<file path="config.mk">
export PLATFORM = sky130hd
export DESIGN_NAME = id_ex_stage_flat
export DESIGN_NICKNAME = d
export VERILOG_FILES = /design/src/rtl/cpu_pkg.sv /design/src/rtl/id_ex_stage_if.sv /design/src/rtl/id_ex_stage_fwd_mux.sv /design/src/rtl/id_ex_stage.sv /design/src/flat_wrapper.sv
export SDC_FILE = /design/constraint.sdc
export NUM_CORES = 1
export LEC_CHECK = 0
export BUFFER_PORTS_ARGS = -buffer_cell sky130_fd_sc_hd__buf_2
export CAP_MARGIN = 30
export CORE_MARGIN = 5
export CORE_UTILIZATION = 28
export DETAILED_ROUTE_END_ITERATION = 16
export PLACE_DENSITY = 0.52
export SYNTH_ARGS = -nofsm -noshare
export SYNTH_HDL_FRONTEND = slang
export SYNTH_HIERARCHICAL = 1
export SYNTH_SLANG_ARGS = --single-unit
export TNS_END_PERCENT = 50
</file>
<file path="constraint.sdc">
create_clock -name clk -period 3.1 [get_ports clk]
set_input_delay 0.31 -clock clk [delete_from_list [all_inputs] [get_ports clk]]
set_output_delay 0.31 -clock clk [all_outputs]
set_load 0.1 [all_outputs]
</file>
<file path="src/rtl/cpu_pkg.sv">
// Shared CPU definitions: ALU opcode encodings, default datapath widths and
// the operand-forwarding source selector.
package cpu_pkg;

    localparam int XLEN_DEF = 32;
    localparam int RA_W_DEF = 5;

    localparam logic [3:0] ALU_ADD  = 4'b0000;
    localparam logic [3:0] ALU_SUB  = 4'b0001;
    localparam logic [3:0] ALU_AND  = 4'b0010;
    localparam logic [3:0] ALU_OR   = 4'b0011;
    localparam logic [3:0] ALU_XOR  = 4'b0100;
    localparam logic [3:0] ALU_SLL  = 4'b0101;
    localparam logic [3:0] ALU_SRL  = 4'b0110;
    localparam logic [3:0] ALU_SRA  = 4'b0111;
    localparam logic [3:0] ALU_SLT  = 4'b1000;
    localparam logic [3:0] ALU_SLTU = 4'b1001;

    typedef enum logic [1:0] {
        FWD_NONE  = 2'd0,
        FWD_EXMEM = 2'd1,
        FWD_MEMWB = 2'd2
    } fwd_sel_e;

endpackage

</file>
<file path="src/rtl/id_ex_stage_if.sv">
// Bundle between decode, the ID/EX stage, the downstream forwarding sources
// and the ALU. master = surrounding pipeline, slave = the ID/EX stage.
interface id_ex_stage_if #(
    parameter int XLEN = cpu_pkg::XLEN_DEF,
    parameter int RA_W = cpu_pkg::RA_W_DEF
);

    logic            flush;
    logic            id_valid;
    logic            id_ready;
    logic [3:0]      id_alu_control;
    logic [RA_W-1:0] id_rs1_addr;
    logic [RA_W-1:0] id_rs2_addr;
    logic [XLEN-1:0] id_rs1_data;
    logic [XLEN-1:0] id_rs2_data;
    logic [XLEN-1:0] id_imm;
    logic            id_use_imm;
    logic [RA_W-1:0] id_rd_addr;
    logic            id_reg_write;
    logic            id_mem_read;

    logic [RA_W-1:0] exmem_rd;
    logic [RA_W-1:0] memwb_rd;
    logic            exmem_reg_write;
    logic            memwb_reg_write;
    logic [XLEN-1:0] exmem_result;
    logic [XLEN-1:0] memwb_result;

    logic            ex_valid;
    logic            ex_ready;
    logic [XLEN-1:0] alu_a;
    logic [XLEN-1:0] alu_b;
    logic [3:0]      alu_control;
    logic [XLEN-1:0] ex_store_data;
    logic [RA_W-1:0] ex_rd_addr;
    logic            ex_reg_write;
    logic            ex_mem_read;

    modport master (
        output flush, id_valid, id_alu_control, id_rs1_addr, id_rs2_addr,
               id_rs1_data, id_rs2_data, id_imm, id_use_imm, id_rd_addr,
               id_reg_write, id_mem_read,
               exmem_rd, memwb_rd, exmem_reg_write, memwb_reg_write,
               exmem_result, memwb_result, ex_ready,
        input  id_ready, ex_valid, alu_a, alu_b, alu_control, ex_store_data,
               ex_rd_addr, ex_reg_write, ex_mem_read
    );

    modport slave (
        input  flush, id_valid, id_alu_control, id_rs1_addr, id_rs2_addr,
               id_rs1_data, id_rs2_data, id_imm, id_use_imm, id_rd_addr,
               id_reg_write, id_mem_read,
               exmem_rd, memwb_rd, exmem_reg_write, memwb_reg_write,
               exmem_result, memwb_result, ex_ready,
        output id_ready, ex_valid, alu_a, alu_b, alu_control, ex_store_data,
               ex_rd_addr, ex_reg_write, ex_mem_read
    );

endinterface

</file>
<file path="src/rtl/id_ex_stage_fwd_mux.sv">
// Operand forwarding for one source register: EX/MEM beats MEM/WB beats the
// stored register-file value; x0 never matches.
module fwd_mux
    import cpu_pkg::*;
#(
    parameter int XLEN = XLEN_DEF,
    parameter int RA_W = RA_W_DEF
) (
    input  logic [RA_W-1:0] rs_addr,
    input  logic [XLEN-1:0] rs_data,
    input  logic [RA_W-1:0] exmem_rd,
    input  logic            exmem_reg_write,
    input  logic [XLEN-1:0] exmem_result,
    input  logic [RA_W-1:0] memwb_rd,
    input  logic            memwb_reg_write,
    input  logic [XLEN-1:0] memwb_result,
    output logic [XLEN-1:0] fwd_data
);

    fwd_sel_e sel;

    always_comb begin
        sel = FWD_NONE;
        if (exmem_reg_write && (exmem_rd != '0) && (exmem_rd == rs_addr)) begin
            sel = FWD_EXMEM;
        end else if (memwb_reg_write && (memwb_rd != '0) && (memwb_rd == rs_addr)) begin
            sel = FWD_MEMWB;
        end
    end

    always_comb begin
        fwd_data = rs_data;
        case (sel)
            FWD_EXMEM: fwd_data = exmem_result;
            FWD_MEMWB: fwd_data = memwb_result;
            default:   fwd_data = rs_data;
        endcase
    end

endmodule

</file>
<file path="src/rtl/id_ex_stage.sv">
// ID/EX pipeline register feeding the ALU, with forwarding, load-use bubbles,
// backpressure and flush. Optional ID_EX_STALL_CNT_EN adds a saturating stall counter.
module id_ex_stage
    import cpu_pkg::*;
#(
    parameter int XLEN = XLEN_DEF,
    parameter int RA_W = RA_W_DEF
) (
    input  logic         clk,
    input  logic         rst_n,
    id_ex_stage_if.slave bus
`ifdef ID_EX_STALL_CNT_EN
    ,
    output logic [31:0]  stall_cnt
`endif
);

    logic            valid_reg,       valid_next;
    logic [3:0]      alu_control_reg, alu_control_next;
    logic [RA_W-1:0] rs_addr_reg [2];
    logic [RA_W-1:0] rs_addr_next [2];
    logic [XLEN-1:0] rs_data_reg [2];
    logic [XLEN-1:0] rs_data_next [2];
    logic [XLEN-1:0] imm_reg,         imm_next;
    logic            use_imm_reg,     use_imm_next;
    logic [RA_W-1:0] rd_addr_reg,     rd_addr_next;
    logic            reg_write_reg,   reg_write_next;
    logic            mem_read_reg,    mem_read_next;

    logic [XLEN-1:0] fwd_data [2];
    logic            ex_load;
    logic            load_use;
    logic            slot_free;
    logic            accept;

    generate
        for (genvar gi = 0; gi < 2; gi++) begin : g_fwd
            fwd_mux #(
                .XLEN (XLEN),
                .RA_W (RA_W)
            ) u_fwd_mux (
                .rs_addr         (rs_addr_reg[gi]),
                .rs_data         (rs_data_reg[gi]),
                .exmem_rd        (bus.exmem_rd),
                .exmem_reg_write (bus.exmem_reg_write),
                .exmem_result    (bus.exmem_result),
                .memwb_rd        (bus.memwb_rd),
                .memwb_reg_write (bus.memwb_reg_write),
                .memwb_result    (bus.memwb_result),
                .fwd_data        (fwd_data[gi])
            );
        end
    endgenerate

    // Hazard check is conservative: rs2 counts even when b is the immediate.
    assign ex_load   = valid_reg & mem_read_reg;
    assign load_use  = ex_load && (rd_addr_reg != '0) &&
                       ((rd_addr_reg == bus.id_rs1_addr) || (rd_addr_reg == bus.id_rs2_addr));
    assign slot_free = !valid_reg || bus.ex_ready;
    assign bus.id_ready = slot_free && !load_use;
    assign accept    = bus.id_valid && bus.id_ready;

    always_comb begin
        valid_next       = valid_reg;
        alu_control_next = alu_control_reg;
        rs_addr_next     = rs_addr_reg;
        rs_data_next     = rs_data_reg;
        imm_next         = imm_reg;
        use_imm_next     = use_imm_reg;
        rd_addr_next     = rd_addr_reg;
        reg_write_next   = reg_write_reg;
        mem_read_next    = mem_read_reg;

        if (bus.flush) begin
            valid_next = 1'b0;
        end else if (accept) begin
            valid_next       = 1'b1;
            alu_control_next = bus.id_alu_control;
            rs_addr_next[0]  = bus.id_rs1_addr;
            rs_addr_next[1]  = bus.id_rs2_addr;
            rs_data_next[0]  = bus.id_rs1_data;
            rs_data_next[1]  = bus.id_rs2_data;
            imm_next         = bus.id_imm;
            use_imm_next     = bus.id_use_imm;
            rd_addr_next     = bus.id_rd_addr;
            reg_write_next   = bus.id_reg_write;
            mem_read_next    = bus.id_mem_read;
        end else if (load_use && slot_free) begin
            valid_next = 1'b0;
        end else if (valid_reg && bus.ex_ready) begin
            valid_next = 1'b0;
        end else begin
            // Held: latch forwarded values so results retiring during the stall survive.
            for (int i = 0; i < 2; i++) begin
                rs_data_next[i] = fwd_data[i];
            end
        end
    end

    always_ff @(posedge clk or negedge rst_n) begin
        if (!rst_n) begin
            valid_reg       <= 1'b0;
            alu_control_reg <= ALU_ADD;
            for (int i = 0; i < 2; i++) begin
                rs_addr_reg[i] <= '0;
                rs_data_reg[i] <= '0;
            end
            imm_reg         <= '0;
            use_imm_reg     <= 1'b0;
            rd_addr_reg     <= '0;
            reg_write_reg   <= 1'b0;
            mem_read_reg    <= 1'b0;
        end else begin
            valid_reg       <= valid_next;
            alu_control_reg <= alu_control_next;
            rs_addr_reg     <= rs_addr_next;
            rs_data_reg     <= rs_data_next;
            imm_reg         <= imm_next;
            use_imm_reg     <= use_imm_next;
            rd_addr_reg     <= rd_addr_next;
            reg_write_reg   <= reg_write_next;
            mem_read_reg    <= mem_read_next;
        end
    end

    assign bus.ex_valid      = valid_reg;
    assign bus.alu_a         = fwd_data[0];
    assign bus.alu_b         = use_imm_reg ? imm_reg : fwd_data[1];
    assign bus.alu_control   = alu_control_reg;
    assign bus.ex_store_data = fwd_data[1];
    assign bus.ex_rd_addr    = rd_addr_reg;
    assign bus.ex_reg_write  = valid_reg & reg_write_reg;
    assign bus.ex_mem_read   = ex_load;

`ifdef ID_EX_STALL_CNT_EN
    logic [31:0] stall_cnt_reg;

    always_ff @(posedge clk or negedge rst_n) begin
        if (!rst_n) begin
            stall_cnt_reg <= '0;
        end else if (bus.id_valid && !bus.id_ready && (stall_cnt_reg != 32'hFFFF_FFFF)) begin
            stall_cnt_reg <= stall_cnt_reg + 32'd1;
        end
    end

    assign stall_cnt = stall_cnt_reg;
`endif

endmodule

</file>
<file path="src/flat_wrapper.sv">
// flat-port wrapper written by rule: the top's interface ports become plain ports
module id_ex_stage_flat import cpu_pkg::*;
#(
    parameter int XLEN = XLEN_DEF,
    parameter int RA_W = RA_W_DEF
)
  (clk, rst_n, bus_flush, bus_id_valid, bus_id_alu_control, bus_id_rs1_addr, bus_id_rs2_addr, bus_id_rs1_data, bus_id_rs2_data, bus_id_imm, bus_id_use_imm, bus_id_rd_addr, bus_id_reg_write, bus_id_mem_read, bus_exmem_rd, bus_memwb_rd, bus_exmem_reg_write, bus_memwb_reg_write, bus_exmem_result, bus_memwb_result, bus_ex_ready, bus_id_ready, bus_ex_valid, bus_alu_a, bus_alu_b, bus_alu_control, bus_ex_store_data, bus_ex_rd_addr, bus_ex_reg_write, bus_ex_mem_read);
  id_ex_stage_if #(.XLEN(XLEN), .RA_W(RA_W)) bus_i ();
  input  logic clk;
  input  logic rst_n;
  input wire logic [$bits(bus_i.flush)-1:0] bus_flush;
  input wire logic [$bits(bus_i.id_valid)-1:0] bus_id_valid;
  input wire logic [$bits(bus_i.id_alu_control)-1:0] bus_id_alu_control;
  input wire logic [$bits(bus_i.id_rs1_addr)-1:0] bus_id_rs1_addr;
  input wire logic [$bits(bus_i.id_rs2_addr)-1:0] bus_id_rs2_addr;
  input wire logic [$bits(bus_i.id_rs1_data)-1:0] bus_id_rs1_data;
  input wire logic [$bits(bus_i.id_rs2_data)-1:0] bus_id_rs2_data;
  input wire logic [$bits(bus_i.id_imm)-1:0] bus_id_imm;
  input wire logic [$bits(bus_i.id_use_imm)-1:0] bus_id_use_imm;
  input wire logic [$bits(bus_i.id_rd_addr)-1:0] bus_id_rd_addr;
  input wire logic [$bits(bus_i.id_reg_write)-1:0] bus_id_reg_write;
  input wire logic [$bits(bus_i.id_mem_read)-1:0] bus_id_mem_read;
  input wire logic [$bits(bus_i.exmem_rd)-1:0] bus_exmem_rd;
  input wire logic [$bits(bus_i.memwb_rd)-1:0] bus_memwb_rd;
  input wire logic [$bits(bus_i.exmem_reg_write)-1:0] bus_exmem_reg_write;
  input wire logic [$bits(bus_i.memwb_reg_write)-1:0] bus_memwb_reg_write;
  input wire logic [$bits(bus_i.exmem_result)-1:0] bus_exmem_result;
  input wire logic [$bits(bus_i.memwb_result)-1:0] bus_memwb_result;
  input wire logic [$bits(bus_i.ex_ready)-1:0] bus_ex_ready;
  output wire logic [$bits(bus_i.id_ready)-1:0] bus_id_ready;
  output wire logic [$bits(bus_i.ex_valid)-1:0] bus_ex_valid;
  output wire logic [$bits(bus_i.alu_a)-1:0] bus_alu_a;
  output wire logic [$bits(bus_i.alu_b)-1:0] bus_alu_b;
  output wire logic [$bits(bus_i.alu_control)-1:0] bus_alu_control;
  output wire logic [$bits(bus_i.ex_store_data)-1:0] bus_ex_store_data;
  output wire logic [$bits(bus_i.ex_rd_addr)-1:0] bus_ex_rd_addr;
  output wire logic [$bits(bus_i.ex_reg_write)-1:0] bus_ex_reg_write;
  output wire logic [$bits(bus_i.ex_mem_read)-1:0] bus_ex_mem_read;
  assign bus_i.flush = bus_flush;
  assign bus_i.id_valid = bus_id_valid;
  assign bus_i.id_alu_control = bus_id_alu_control;
  assign bus_i.id_rs1_addr = bus_id_rs1_addr;
  assign bus_i.id_rs2_addr = bus_id_rs2_addr;
  assign bus_i.id_rs1_data = bus_id_rs1_data;
  assign bus_i.id_rs2_data = bus_id_rs2_data;
  assign bus_i.id_imm = bus_id_imm;
  assign bus_i.id_use_imm = bus_id_use_imm;
  assign bus_i.id_rd_addr = bus_id_rd_addr;
  assign bus_i.id_reg_write = bus_id_reg_write;
  assign bus_i.id_mem_read = bus_id_mem_read;
  assign bus_i.exmem_rd = bus_exmem_rd;
  assign bus_i.memwb_rd = bus_memwb_rd;
  assign bus_i.exmem_reg_write = bus_exmem_reg_write;
  assign bus_i.memwb_reg_write = bus_memwb_reg_write;
  assign bus_i.exmem_result = bus_exmem_result;
  assign bus_i.memwb_result = bus_memwb_result;
  assign bus_i.ex_ready = bus_ex_ready;
  assign bus_id_ready = bus_i.id_ready;
  assign bus_ex_valid = bus_i.ex_valid;
  assign bus_alu_a = bus_i.alu_a;
  assign bus_alu_b = bus_i.alu_b;
  assign bus_alu_control = bus_i.alu_control;
  assign bus_ex_store_data = bus_i.ex_store_data;
  assign bus_ex_rd_addr = bus_i.ex_rd_addr;
  assign bus_ex_reg_write = bus_i.ex_reg_write;
  assign bus_ex_mem_read = bus_i.ex_mem_read;
  id_ex_stage #(.XLEN(XLEN), .RA_W(RA_W)) u_core (.clk(clk), .rst_n(rst_n), .bus(bus_i));
endmodule
</file>
== Word-level counts from Yosys, hierarchy flattened ==
Index checks and enable logic that the tools add are counted.

* Register bits: 119
* Bits of input ports: 199
* Output and inout bits: 109
* Logic and storage cells: 62

* Equality and inequality tests: 12
* Multiplexer cells: 14
* Bitwise operators: 3
* Reduce and logical (&&, ||, !) cells: 22

{| class="wikitable"
|+ Operators with widths
! operator !! number
|-
| 2-to-1 mux 64 bit || 3
|-
| one-hot mux 32 bit (2 select lines) || 2
|-
| 2-to-1 mux 32 bit || 1
|-
| == test 5 bit || 6
|-
| nonzero test 5 bit || 3
|-
| logical AND 1 bit || 12
|-
| 2-to-1 mux 2 bit || 4
|-
| == test 2 x 1 -> 1 bit (second input constant) || 2
|-
| == test 2 bit (second input constant) || 2
|-
| 2-to-1 mux 1 bit || 4
|-
| inequality test 2 x 1 -> 1 bit (second input constant) || 2
|-
| nonzero test 4 bit || 1
|-
| AND reduction 3 bit || 1
|-
| bitwise AND 1 bit || 2
|-
| logical NOT 1 bit || 2
|-
| logical OR 1 bit || 2
|-
| AND reduction 2 bit || 1
|-
| inverter 1 bit || 1
|}

== Longest topological paths before layout ==
Gate-level depths: netlist of run 1.

* Depth in word-level cells: 10
* Gate-level depth with buffers: 9
* Mapped depth without buffers: 6

== Hierarchy ==
Netlist of run 1, hierarchy kept.

{| class="wikitable"
|+ Modules (own cells, without submodules)
! module !! times used !! cells an instance !! area an instance (sq um)
|-
| id_ex_stage || 1 || 456 || 5516.5
|-
| fwd_mux || 2 || 180 || 1520.2
|}

== Worst setup path before layout of run 1 ==
No wires, ideal clock.

* Path kind: reg2out
* Start point: register u_core/rs_addr_reg[0] (netlist bit)
* End point: output bus_alu_b[28]
* Arrival time: 3.941 ns
* Required time: 2.790 ns
* Setup slack: -1.151 ns
* Stages on the path, launching flop included: 7
* Path buffers: 1
* Cell sequence: dfrtp_1 or4_4 a21oi_4 buf_6 o31ai_1 a31oi_1 mux2_2

* Longest elaborated chain between the ends: 7

{| class="wikitable"
|+ Ends and longest elaborated chain
! element !! RTL line !! text
|-
| start: declaration || id_ex_stage.sv:20 || <nowiki>logic [RA_W-1:0] rs_addr_reg [2];</nowiki>
|-
| start signal: assignment || id_ex_stage.sv:116 || <nowiki>rs_addr_reg <= rs_addr_next;</nowiki>
|-
| == test 5 bit || id_ex_stage_fwd_mux.sv:26 || <nowiki>end else if (memwb_reg_write && (memwb_rd != '0) && (memwb_rd == rs_addr)) begin</nowiki>
|-
| logical AND 1 bit || id_ex_stage_fwd_mux.sv:26 ||
|-
| 2-to-1 mux 2 bit || id_ex_stage_fwd_mux.sv:26 ||
|-
| 2-to-1 mux 2 bit (*) || id_ex_stage_fwd_mux.sv:24 || <nowiki>if (exmem_reg_write && (exmem_rd != '0) && (exmem_rd == rs_addr)) begin</nowiki>
|-
| == test 2 bit / == test 2 x 1 -> 1 bit (equally long branches) || id_ex_stage_fwd_mux.sv:33 || <nowiki>case (sel)</nowiki>
|-
| one-hot mux 32 bit (2 select lines) (*) || id_ex_stage_fwd_mux.sv:33 ||
|-
| net bus_ex_store_data[28] || flat_wrapper.sv:35 || <nowiki>output wire logic [$bits(bus_i.ex_store_data)-1:0] bus_ex_store_data;</nowiki>
|-
| 2-to-1 mux 32 bit (*) || id_ex_stage.sv:128 || <nowiki>assign bus.alu_b = use_imm_reg ? imm_reg : fwd_data[1];</nowiki>
|-
| end: declaration || flat_wrapper.sv:33 || <nowiki>output wire logic [$bits(bus_i.alu_b)-1:0] bus_alu_b;</nowiki>
|}

Mark *: on every way through the listed nets, which the timed path passes. The rest lies on a longest branch.

== Worst setup path after layout of run 1 ==
* Start point: register u_core/rs_addr_reg[0] (netlist bit)
* End point: output bus_alu_b[20]

* Longest elaborated chain between the ends: 7

{| class="wikitable"
|+ Ends and longest elaborated chain
! element !! RTL line
|-
| == test 5 bit || id_ex_stage_fwd_mux.sv:26
|-
| logical AND 1 bit || id_ex_stage_fwd_mux.sv:26
|-
| 2-to-1 mux 2 bit || id_ex_stage_fwd_mux.sv:26
|-
| 2-to-1 mux 2 bit (*) || id_ex_stage_fwd_mux.sv:24
|-
| == test 2 bit / == test 2 x 1 -> 1 bit (equally long branches) || id_ex_stage_fwd_mux.sv:33
|-
| one-hot mux 32 bit (2 select lines) (*) || id_ex_stage_fwd_mux.sv:33
|-
| 2-to-1 mux 32 bit (*) || id_ex_stage.sv:128
|}

Every way passes the cells marked *; elsewhere a longest branch is shown, timed or not.

==> summary.txt, run 1 <==
Reg area -> 2980 sq um
first-pass GRT wire length -> 49.7 mm
sw frac -> 50.5%
skew final -> 0.00986 ns
Crit Reg-Reg Startpoint -> u_core/bus.ex_rd_addr[3]$_DFFE_PN0P_
fin cells -> 1503
reg-to-reg slack, setup -> 0.46 ns
ratio of cells with drive above 1 in the final layout -> 50.9%
multi-input logic area -> 5540 sq um
first-iteration detailed-routing DRC count -> 568
GRT Util Overall -> 18.7%
buffer and inverter count on the worst path -> 2
status -> finished clean
Mapped Cells -> 816
initial antenna violation count -> 5
max incr delay on CP -> 0.56 ns
Fmax achieved -> 328 MHz
Max Cap Viol -> 0
DR WL/cell -> 22.2 microns
DR vias -> 7962
CTS tree -> yes
Synth Area in Compound Gates -> 19.3%
register area share after synthesis -> 34.8%
Worst IR Drop VDD -> 0.440 mV
grt ovf -> 0
Reg clk slew, reported paths -> 0.07 ns
die width -> 185 microns
Pins Over Slew Limit -> 0
CTS Root Cell -> clkbuf_16
critical path's slowest cell -> or4_4
slew margin rel. -> 51.4%
Internal Dissipation -> 5.27 mW
synthesized flop and latch total -> 119
drt total wl -> 33.3 mm
kind of cell adding the most delay to the critical path -> simple AND/OR/NAND/NOR gates
CP endpoint kind -> primary output
GPL Wtd Cong -> 0.838
Residual DRC -> 0
Clk pwr share -> 20.2%
adder-cell share of the synthesized area -> 0%
Mapped Area -> 8560 sq um
FFs w/ async S/R, synth -> 100%
R2R Path End -> u_core/rs_addr_reg[2]$_DFFE_PN0P_
Die Y -> 185 microns
max reg flops -> 64
vias per inst -> 5.30
worst slack at placement -> 0.277 ns
total CTS buffers -> 17
CP required -> 2.79 ns
CP dominant cell by count -> buf_12
Synth Area in XOR/XNOR -> 2.66%
Main synth FF type -> dfrtp_1
unrepaired setup endpoints after global routing -> yes
worst-path maximum fanout -> 34
Crit path arrival time -> 2.74 ns
critical path launch point type -> flip-flop
synth warn -> 6
CP Cell Sequence -> or4_4 > a21oi_4 > buf_12 > or4b_1 > a31oi_4 > mux2_4 > buf_12
Layout Nets -> 1289
clk buf depth -> 2
initial core utilization -> 28.2%
multiplexer share of the synthesized area -> 18.8%
worst hold start -> bus_id_alu_control[3]
Slew @ Worst Pin -> 0.728 ns
DPL Wire Length -> 24.0 mm
Port Buffers -> 307
Gate power share -> 60.4%
dpl cells -> 1462
clk_lat worst skew -> 0.42 ns
DIE AREA -> 34200 sq um
static leakage -> 5.25 nW
vias in the first global route -> 8080
fillers -> 2943
P per Cell Area -> 832 nW/um^2
worst hold path type -> in2reg
Hold Path Stages -> 2
Core Area -> 30300 sq um
final instance area -> 12800 sq um
Worst Hold End -> u_core/bus.alu_control[3]$_DFFE_PN0P_
length of the first detailed-routing pass in iterations -> 5
H-tree Lvls -> 4
reg2reg path depth -> 6
syn_nets -> 1015
syn_area_per_cell -> 10.5 sq um
Rows -> 64
net switching power -> 5.37 mW
Simple-Gate Fraction of Synth Area -> 17.5%
Netlist cell types -> 38
sequential share of power -> 19.5%
final hold violation count -> 0
worst hold slack -> 0.107 ns
largest net degree at the start of global routing -> 71
largest family of logic cells by synthesized area -> compound AO/OA/AOI/OAI gates
min cycle time layout -> 3.05 ns
setup TNS -> 0 ns
clk sink count -> 119
remaining antenna violation count after routing -> 0
setup violators final -> 0
I/O pin count -> 308
WS Path Type -> reg2out
EDFF count, synth -> 0
synth-to-layout area growth -> 49.5%
final worst setup slack -> 0.0550 ns
placed instance area -> 11900 sq um
fraction of the cycle the final worst path needs -> 98.2%
==> stage by stage <==
stage / power (mW) / utilization (%)
6_report: 10.6 / 42.2
5_1_grt: 11.0 / 42.1
4_1_cts: 10.6 / 41.6
3_5_place_dp: 8.33 / 39.2
3_3_place_gp: 8.29 / 39.2
2_1_floorplan: 6.50 / -
==> cell usage in the layout (no fill, tap or decap), types with 32 or more instances in the layout <==
master   count
o21ai_0     64
nor4_1      62
a31oi_2     32
nand2_1     64
buf_12      79
buf_4       34
o31ai_1     63
buf_2      210
dfrtp_1    116
mux2i_1     64
mux2_2      44
or4b_1      49
a31oi_4     32
==> worst max path at each step <==
stage,from,to,slack [ns],cells after the start
5_1_grt,u_core/rs_addr_reg[3]$_DFFE_PN0P_,bus_alu_b[28],-0.03,7
6_report,u_core/rs_addr_reg[0]$_DFFE_PN0P_,bus_alu_b[20],0.05,7
2_1_floorplan,u_core/bus.ex_valid$_DFFE_PN0P_,u_core/rs_data_reg[32]$_DFFE_PN0P_,0.02,8
4_1_cts,u_core/rs_addr_reg[2]$_DFFE_PN0P_,bus_alu_b[28],-0.07,7
3_3_place_gp,u_core/rs_addr_reg[0]$_DFFE_PN0P_,bus_alu_b[4],0.31,7
3_5_place_dp,u_core/rs_addr_reg[2]$_DFFE_PN0P_,bus_alu_b[4],0.28,7
==> worst reg2reg max path: stages (launching register included) <==
cell and delay (ns):
dfrtp_1 0.44, or4_1 0.57, o21ai_1 0.30, nor2_1 0.15
nor4_4 0.29, buf_12 0.35, mux2_2 0.43
==> power groups by stage <==
stage | clock network (mW) | registers (mW) | logic, mW
after floorplan | 0 | 2.19 | 4.30
after global placement | 0 | 2.08 | 6.21
after detailed placement | 0 | 2.09 | 6.24
after CTS | 2.21 | 2.06 | 6.34
after global routing | 2.27 | 2.11 | 6.66
final | 2.15 | 2.07 | 6.43
==> synth_stat cells (all sizes together), types with 6 or more instances <==
library cell / n / area (sq um)
nor4: 65 / 422
nand2: 68 / 255
clkbuf: 52 / 218
dfrtp: 119 / 2980
o31ai: 65 / 488
buf: 40 / 370
xnor2: 16 / 140
nor2: 8 / 30.0
or4b: 64 / 641
mux2i: 64 / 641
mux2: 86 / 968
o21ai: 65 / 325
xor2: 10 / 87.6
a31oi: 65 / 769
and2: 6 / 37.5
==> routing by layer <==
metal	part of all wire, %	track usage, %	wire, microns	vias up
met5	0.17	0	55	-
met4	1.2	4.17	400	8
met3	7.9	4.75	2640	37
met2	46	29.3	15200	321
met1	45	26.2	15000	3851
li1	-	-	-	3745
==> final cells by class <==
class | instances | share of cell area, %
multi-input combinational | 604 | 43.3
sequential | 119 | 23.3
antenna | 4 | 0.0782
clock buffer | 19 | 3.46
timing repair buffer | 347 | 24.6
clock inverter | 13 | 1.33
inverter | 1 | 0.0293
tap | 396 | 3.87
==> cell families after synthesis <==
| group | after synthesis |
|---|---|
| simple gates | 226 |
| mux | 150 |
| buf+inv | 93 |
| flops | 119 |
| xor+xnor | 26 |
| compound gates | 202 |
==> repair_timing <==
item / CTS / global route
pin swaps: 3 / 6
cloned: 0 / 1
hold buffers: 1 / 0
endpoints found under the setup margin: 34 / 71
resized for setup: 30 / 39
hold endpoints to repair: 68 / 0
buffers inserted: 2 / 1
Power figures use the tool's default switching activity.
==> run 2, diff against run 1 <==
--- a/config.mk
+++ b/config.mk
@@ -10,7 +10,7 @@
 export CORE_MARGIN = 5
 export CORE_UTILIZATION = 28
 export DETAILED_ROUTE_END_ITERATION = 16
-export PLACE_DENSITY = 0.52
+export PLACE_DENSITY = 0.54
 export SYNTH_ARGS = -nofsm -noshare
 export SYNTH_HDL_FRONTEND = slang
 export SYNTH_HIERARCHICAL = 1
==> constraint.sdc (replaced) <==
create_clock -name clk -period 2.75 [get_ports clk]
set_input_delay 0.275 -clock clk [delete_from_list [all_inputs] [get_ports clk]]
set_output_delay 0.275 -clock clk [all_outputs]
set_load 0.1 [all_outputs]
==> summary.txt, run 2 (same netlist as run 1, synthesis figures left out) <==
max incr delay on CP -> 0.49 ns
CTS tree -> yes
Crit Reg-Reg Startpoint -> u_core/rs_addr_reg[3]$_DFFE_PN0P_
Core Util, Final -> 49.5%
largest net degree at the start of global routing -> 66
unrepaired setup endpoints after global routing -> yes
R2R Path End -> u_core/rs_data_reg[17]$_DFFE_PN0P_
Reg clk slew, reported paths -> 0.06 ns
fillers -> 2717
initial antenna violation count -> 9
DR WL/cell -> 23.4 microns
vias in the first global route -> 8803
multi-input logic area -> 6280 sq um
GPL Wtd Cong -> 0.818
DR vias -> 8502
Worst Hold End -> u_core/imm_reg[2]$_DFFE_PN0P_
static leakage -> 6.18 nW
worst hold slack -> 0.0716 ns
CP Cell Sequence -> xnor2_2 > nand3_4 > buf_12 > buf_16 > or4b_4 > a31oi_4 > mux2_4 > buf_12
final worst setup slack -> -0.280 ns
setup violators final -> 83
Layout Nets -> 1374
Hold Path Stages -> 2
worst-path maximum fanout -> 5
CP required -> 2.48 ns
clk buf depth -> 2
vias per inst -> 5.36
die width -> 185 microns
first-iteration detailed-routing DRC count -> 572
worst hold path type -> in2reg
synth-to-layout area growth -> 75.7%
Worst IR Drop VDD -> 0.571 mV
dpl cells -> 1493
CP dominant cell by count -> buf_12
first-pass GRT wire length -> 54.7 mm
final instance area -> 15000 sq um
P per Cell Area -> 892 nW/um^2
Slew @ Worst Pin -> 0.732 ns
worst hold start -> bus_id_imm[2]
Crit path arrival time -> 2.75 ns
Rows -> 64
max reg flops -> 64
final hold violation count -> 0
CTS Root Cell -> clkbuf_16
total CTS buffers -> 17
slew margin rel. -> 51.2%
overall power -> 13.4 mW
setup TNS -> -12.21 ns
net switching power -> 6.53 mW
remaining antenna violation count after routing -> 0
DPL Wire Length -> 24.6 mm
Clk pwr share -> 17.8%
min cycle time layout -> 3.03 ns
GRT Util Overall -> 20.8%
fraction of the cycle the final worst path needs -> 110%
initial core utilization -> 28.2%
leading cell types in the layout, fill and taps excluded -> buf_2, buf_12, dfrtp_1
commonest non-fill, non-tap cell in the layout -> buf_2
grt ovf -> 0
Gate power share -> 64.5%
critical path launch point type -> flip-flop
critical path's slowest cell -> or4b_4
clk_lat worst skew -> 0.42 ns
Die Y -> 185 microns
placed instance area -> 12400 sq um
H-tree Lvls -> 4
Pins Over Slew Limit -> 0
length of the first detailed-routing pass in iterations -> 5
WS Path Type -> reg2out
DIE AREA -> 34200 sq um
reg2reg path depth -> 10
ratio of cells with drive above 1 in the final layout -> 60.4%
Port Buffers -> 307
I/O pin count -> 308
reg-to-reg slack, setup -> 0.25 ns
skew final -> 0.00742 ns
Fmax achieved -> 330 MHz
fin cells -> 1585
CP endpoint kind -> primary output
Reg area -> 2990 sq um
sequential share of power -> 17.7%
drt total wl -> 37.1 mm
worst slack at placement -> -0.0883 ns
status -> complete, but fails checks
Residual DRC -> 0
sw frac -> 48.7%
failing checks -> setup timing
clk sink count -> 119
Core Area -> 30300 sq um
Internal Dissipation -> 6.87 mW
Max Cap Viol -> 0
run 2: cell count changes in the layout (fill, tap and decap cells not counted), sizes merged, moves of 2 or more:
cell / change
buf: +86
bufbuf: +2
clkbuf: -6
clkinvlp: -2
diode: -3
inv: +3
run 2: timing repair:
action	in CTS	in global routing
hold buffers	1	0
buffers inserted	33	10
endpoints found under the setup margin	96	96
pin swaps	68	32
cloned	10	5
endpoints found under the hold margin	62	0
gates resized for setup	267	32
run 2: power by group through the flow:
stage               clock network (mW)  logic (mW)  registers (mW)
finish                            2.38        8.65            2.38
global route                      2.51        8.94            2.42
CTS                               2.45        8.45            2.36
detailed placement                   0        7.26            2.38
global placement                     0        7.23            2.36
floorplan                            0        4.98            2.48
run 2: metal layers:
metal	wire, microns	GRT usage, %	up-vias
li1	-	-	3906
met1	16000	27.7	4184
met2	17800	33.5	338
met3	2670	5.70	58
met4	573	5.46	16
met5	89	0	-
run 2: area by class of cell:
class / instances / share of cell area [%]
inverters: 1 / 0.0250
clock inverters: 14 / 1.10
clock buffers: 18 / 2.92
well taps: 396 / 3.30
multi-input cells: 606 / 41.8
repair buffers: 430 / 31.0
diodes: 1 / 0.0166
flip-flops and latches: 119 / 19.9
run 2: critical path, delay by kind of cell, from the launching register on:
family                 cells  cell delay [ns]
AND/OR/NAND/NOR            2             0.71
buffers and inverters      3             0.49
flip-flops                 1             0.43
XOR/XNOR                   1             0.27
AO/OA/AOI/OAI              1             0.23
multiplexers               1             0.20
run 2: worst max path at each step:
stage / from / cells after the start / to
floorplan: u_core/rs_addr_reg[0]$_DFFE_PN0P_ / 7 / bus_alu_b[18]
global placement: u_core/rs_addr_reg[0]$_DFFE_PN0P_ / 7 / bus_alu_b[20]
detailed placement: u_core/rs_addr_reg[2]$_DFFE_PN0P_ / 7 / bus_alu_b[22]
CTS: u_core/rs_addr_reg[3]$_DFFE_PN0P_ / 8 / bus_alu_b[31]
global route: u_core/rs_addr_reg[3]$_DFFE_PN0P_ / 8 / bus_alu_b[14]
finish: u_core/rs_addr_reg[3]$_DFFE_PN0P_ / 8 / bus_alu_b[27]
==> run 3, diff against run 2 <==
--- a/config.mk
+++ b/config.mk
@@ -11,6 +11,7 @@
 export CORE_UTILIZATION = 28
 export DETAILED_ROUTE_END_ITERATION = 16
 export PLACE_DENSITY = 0.54
+export RECOVER_POWER = 50
 export SYNTH_ARGS = -nofsm -noshare
 export SYNTH_HDL_FRONTEND = slang
 export SYNTH_HIERARCHICAL = 1
==> summary.txt, run 3 (same netlist as run 1, synthesis figures left out) <==
P per Cell Area -> 893 nW/um^2
final instance area -> 15000 sq um
max reg flops -> 64
worst-path maximum fanout -> 5
unrepaired setup endpoints after global routing -> yes
reg2reg path depth -> 10
drt total wl -> 37.1 mm
sequential share of power -> 17.7%
vias in the first global route -> 8803
DPL Wire Length -> 24.6 mm
H-tree Lvls -> 4
reg-to-reg slack, setup -> 0.24 ns
Clk pwr share -> 17.8%
CP Cell Sequence -> xnor2_2 > nand3_4 > buf_12 > buf_16 > or4b_4 > a31oi_4 > mux2_4 > buf_12
grt ovf -> 0
sw frac -> 48.7%
GRT Util Overall -> 20.8%
fillers -> 2724
commonest non-fill, non-tap cell in the layout -> buf_2
Gate power share -> 64.5%
placed instance area -> 12400 sq um
Residual DRC -> 0
slew margin rel. -> -29.8%
clk sink count -> 119
Internal Dissipation -> 6.87 mW
DIE AREA -> 34200 sq um
critical path launch point type -> flip-flop
first-iteration detailed-routing DRC count -> 601
final worst setup slack -> -0.270 ns
net switching power -> 6.53 mW
max incr delay on CP -> 0.49 ns
Crit path arrival time -> 2.75 ns
Core Util, Final -> 49.4%
Core Area -> 30300 sq um
CTS tree -> yes
clk buf depth -> 2
skew final -> 0.00834 ns
ratio of cells with drive above 1 in the final layout -> 59.9%
CP required -> 2.48 ns
Max Cap Viol -> 1
length of the first detailed-routing pass in iterations -> 5
worst hold path type -> in2reg
initial antenna violation count -> 9
largest net degree at the start of global routing -> 66
Worst Setup EP -> bus_alu_b[27]
Pins Over Slew Limit -> 66
Rows -> 64
Fmax achieved -> 331 MHz
Crit Reg-Reg Startpoint -> u_core/rs_addr_reg[3]$_DFFE_PN0P_
total CTS buffers -> 17
static leakage -> 6.15 nW
leading cell types in the layout, fill and taps excluded -> buf_2, buf_12, dfrtp_1
CP dominant cell by count -> buf_12
Layout Nets -> 1374
clk_lat worst skew -> 0.42 ns
Die Y -> 185 microns
failing checks -> capacitance limit, slew limit, setup timing
remaining antenna violation count after routing -> 0
status -> complete, but fails checks
R2R Path End -> u_core/rs_data_reg[17]$_DFFE_PN0P_
Worst IR Drop VDD -> 0.571 mV
GPL Wtd Cong -> 0.818
Slew @ Worst Pin -> 1.95 ns
synth-to-layout area growth -> 75.3%
worst hold slack -> 0.0726 ns
initial core utilization -> 28.2%
WS Path Type -> reg2out
final hold violation count -> 0
I/O pin count -> 308
first-pass GRT wire length -> 54.7 mm
critical path's slowest cell -> or4b_4
die width -> 185 microns
fraction of the cycle the final worst path needs -> 110%
setup violators final -> 83
Port Buffers -> 307
DR vias -> 8562
CP endpoint kind -> primary output
crit path from -> u_core/rs_addr_reg[3]$_DFFE_PN0P_
setup TNS -> -12.19 ns
CTS Root Cell -> clkbuf_16
vias per inst -> 5.40
min cycle time layout -> 3.02 ns
DR WL/cell -> 23.4 microns
Reg clk slew, reported paths -> 0.06 ns
==> run 3: cell types whose count changed in the layout (fill, tap and decap cells not counted) <==
cell / change
clkbuf_4: +1
buf_2: -5
clkbuf_2: +2
buf_4: -2
clkbuf_1: +6
buf_6: -1
buf_12: -1
==> run 3: worst min-delay path by stage <==
stage	start	to	slack [ns]	depth (start not counted)
CTS	bus_id_imm[2]	u_core/imm_reg[2]$_DFFE_PN0P_	0.05	2
detailed placement	rst_n	u_core/imm_reg[6]$_DFFE_PN0P_	0.36	1
global placement	rst_n	u_core/imm_reg[6]$_DFFE_PN0P_	0.37	1
finish	bus_id_imm[2]	u_core/imm_reg[2]$_DFFE_PN0P_	0.07	2
floorplan	rst_n	u_core/bus.alu_control[0]$_DFFE_PN0P_	-0.02	0
global route	bus_id_alu_control[3]	u_core/bus.alu_control[3]$_DFFE_PN0P_	0.05	2
==> run 3: critical path: cells and delay by family, from the launching register on <==
| kind | cells | cell delay (ns) |
|---|---|---|
| AOI/OAI and AO/OA | 1 | 0.23 |
| muxes | 1 | 0.20 |
| buffers and inverters | 3 | 0.49 |
| and+or+nand+nor | 2 | 0.71 |
| DFF | 1 | 0.43 |
| xor gates and xnor gates | 1 | 0.27 |
==> run 3: cell type report <==
type | instances | area, sq um | share of cell area [%]
repair buffers | 430 | 4620 | 30.8
well taps | 396 | 495 | 3.30
clock buffers | 18 | 439 | 2.93
diodes | 1 | 2.50 | 0.0167
multi-input cells | 606 | 6280 | 41.9
inverters | 1 | 3.75 | 0.0250
clock inverters | 14 | 165 | 1.10
flip-flops and latches | 119 | 2990 | 19.9
==> run 3: what timing repair did <==
| item | in CTS | in global routing |
|---|---|---|
| hold endpoints to repair | 62 | 0 |
| resized for setup | 267 | 32 |
| pin swaps | 68 | 32 |
| cloned | 10 | 5 |
| buffers inserted | 33 | 10 |
| endpoints found under the setup margin | 96 | 96 |
| hold buffers | 1 | 0 |
==> run 3: metrics by stage <==
| stage | power (mW) | worst slack (ns) | std cells |
|---|---|---|---|
| after floorplan | 7.46 | -0.194 | 816 |
| after global placement | 9.59 | 0.00301 | 1493 |
| after detailed placement | 9.64 | -0.0883 | 1493 |
| after CTS | 13.3 | -0.260 | 1569 |
| after global routing | 13.9 | -0.343 | 1585 |
| final | 13.4 | -0.270 | 1585 |
==> run 3: power by group through the flow <==
| stage | logic, mW | registers (mW) | clock network, mW |
|---|---|---|---|
| detailed placement | 7.26 | 2.38 | 0 |
| finish | 8.64 | 2.38 | 2.38 |
| CTS | 8.45 | 2.36 | 2.45 |
| global placement | 7.23 | 2.36 | 0 |
| floorplan | 4.98 | 2.48 | 0 |
| global route | 8.93 | 2.42 | 2.51 |
==> run 3: per-layer routing <==
| metal | part of all wire [%] | wire length [microns] | vias up | global-route usage [%] |
|---|---|---|---|---|
| met3 | 7.2 | 2680 | 58 | 5.70 |
| li1 | - | - | 3919 | - |
| met1 | 43 | 16000 | 4225 | 27.7 |
| met4 | 1.5 | 565 | 16 | 5.46 |
| met2 | 48 | 17700 | 344 | 33.5 |
| met5 | 0.26 | 95 | - | 0 |
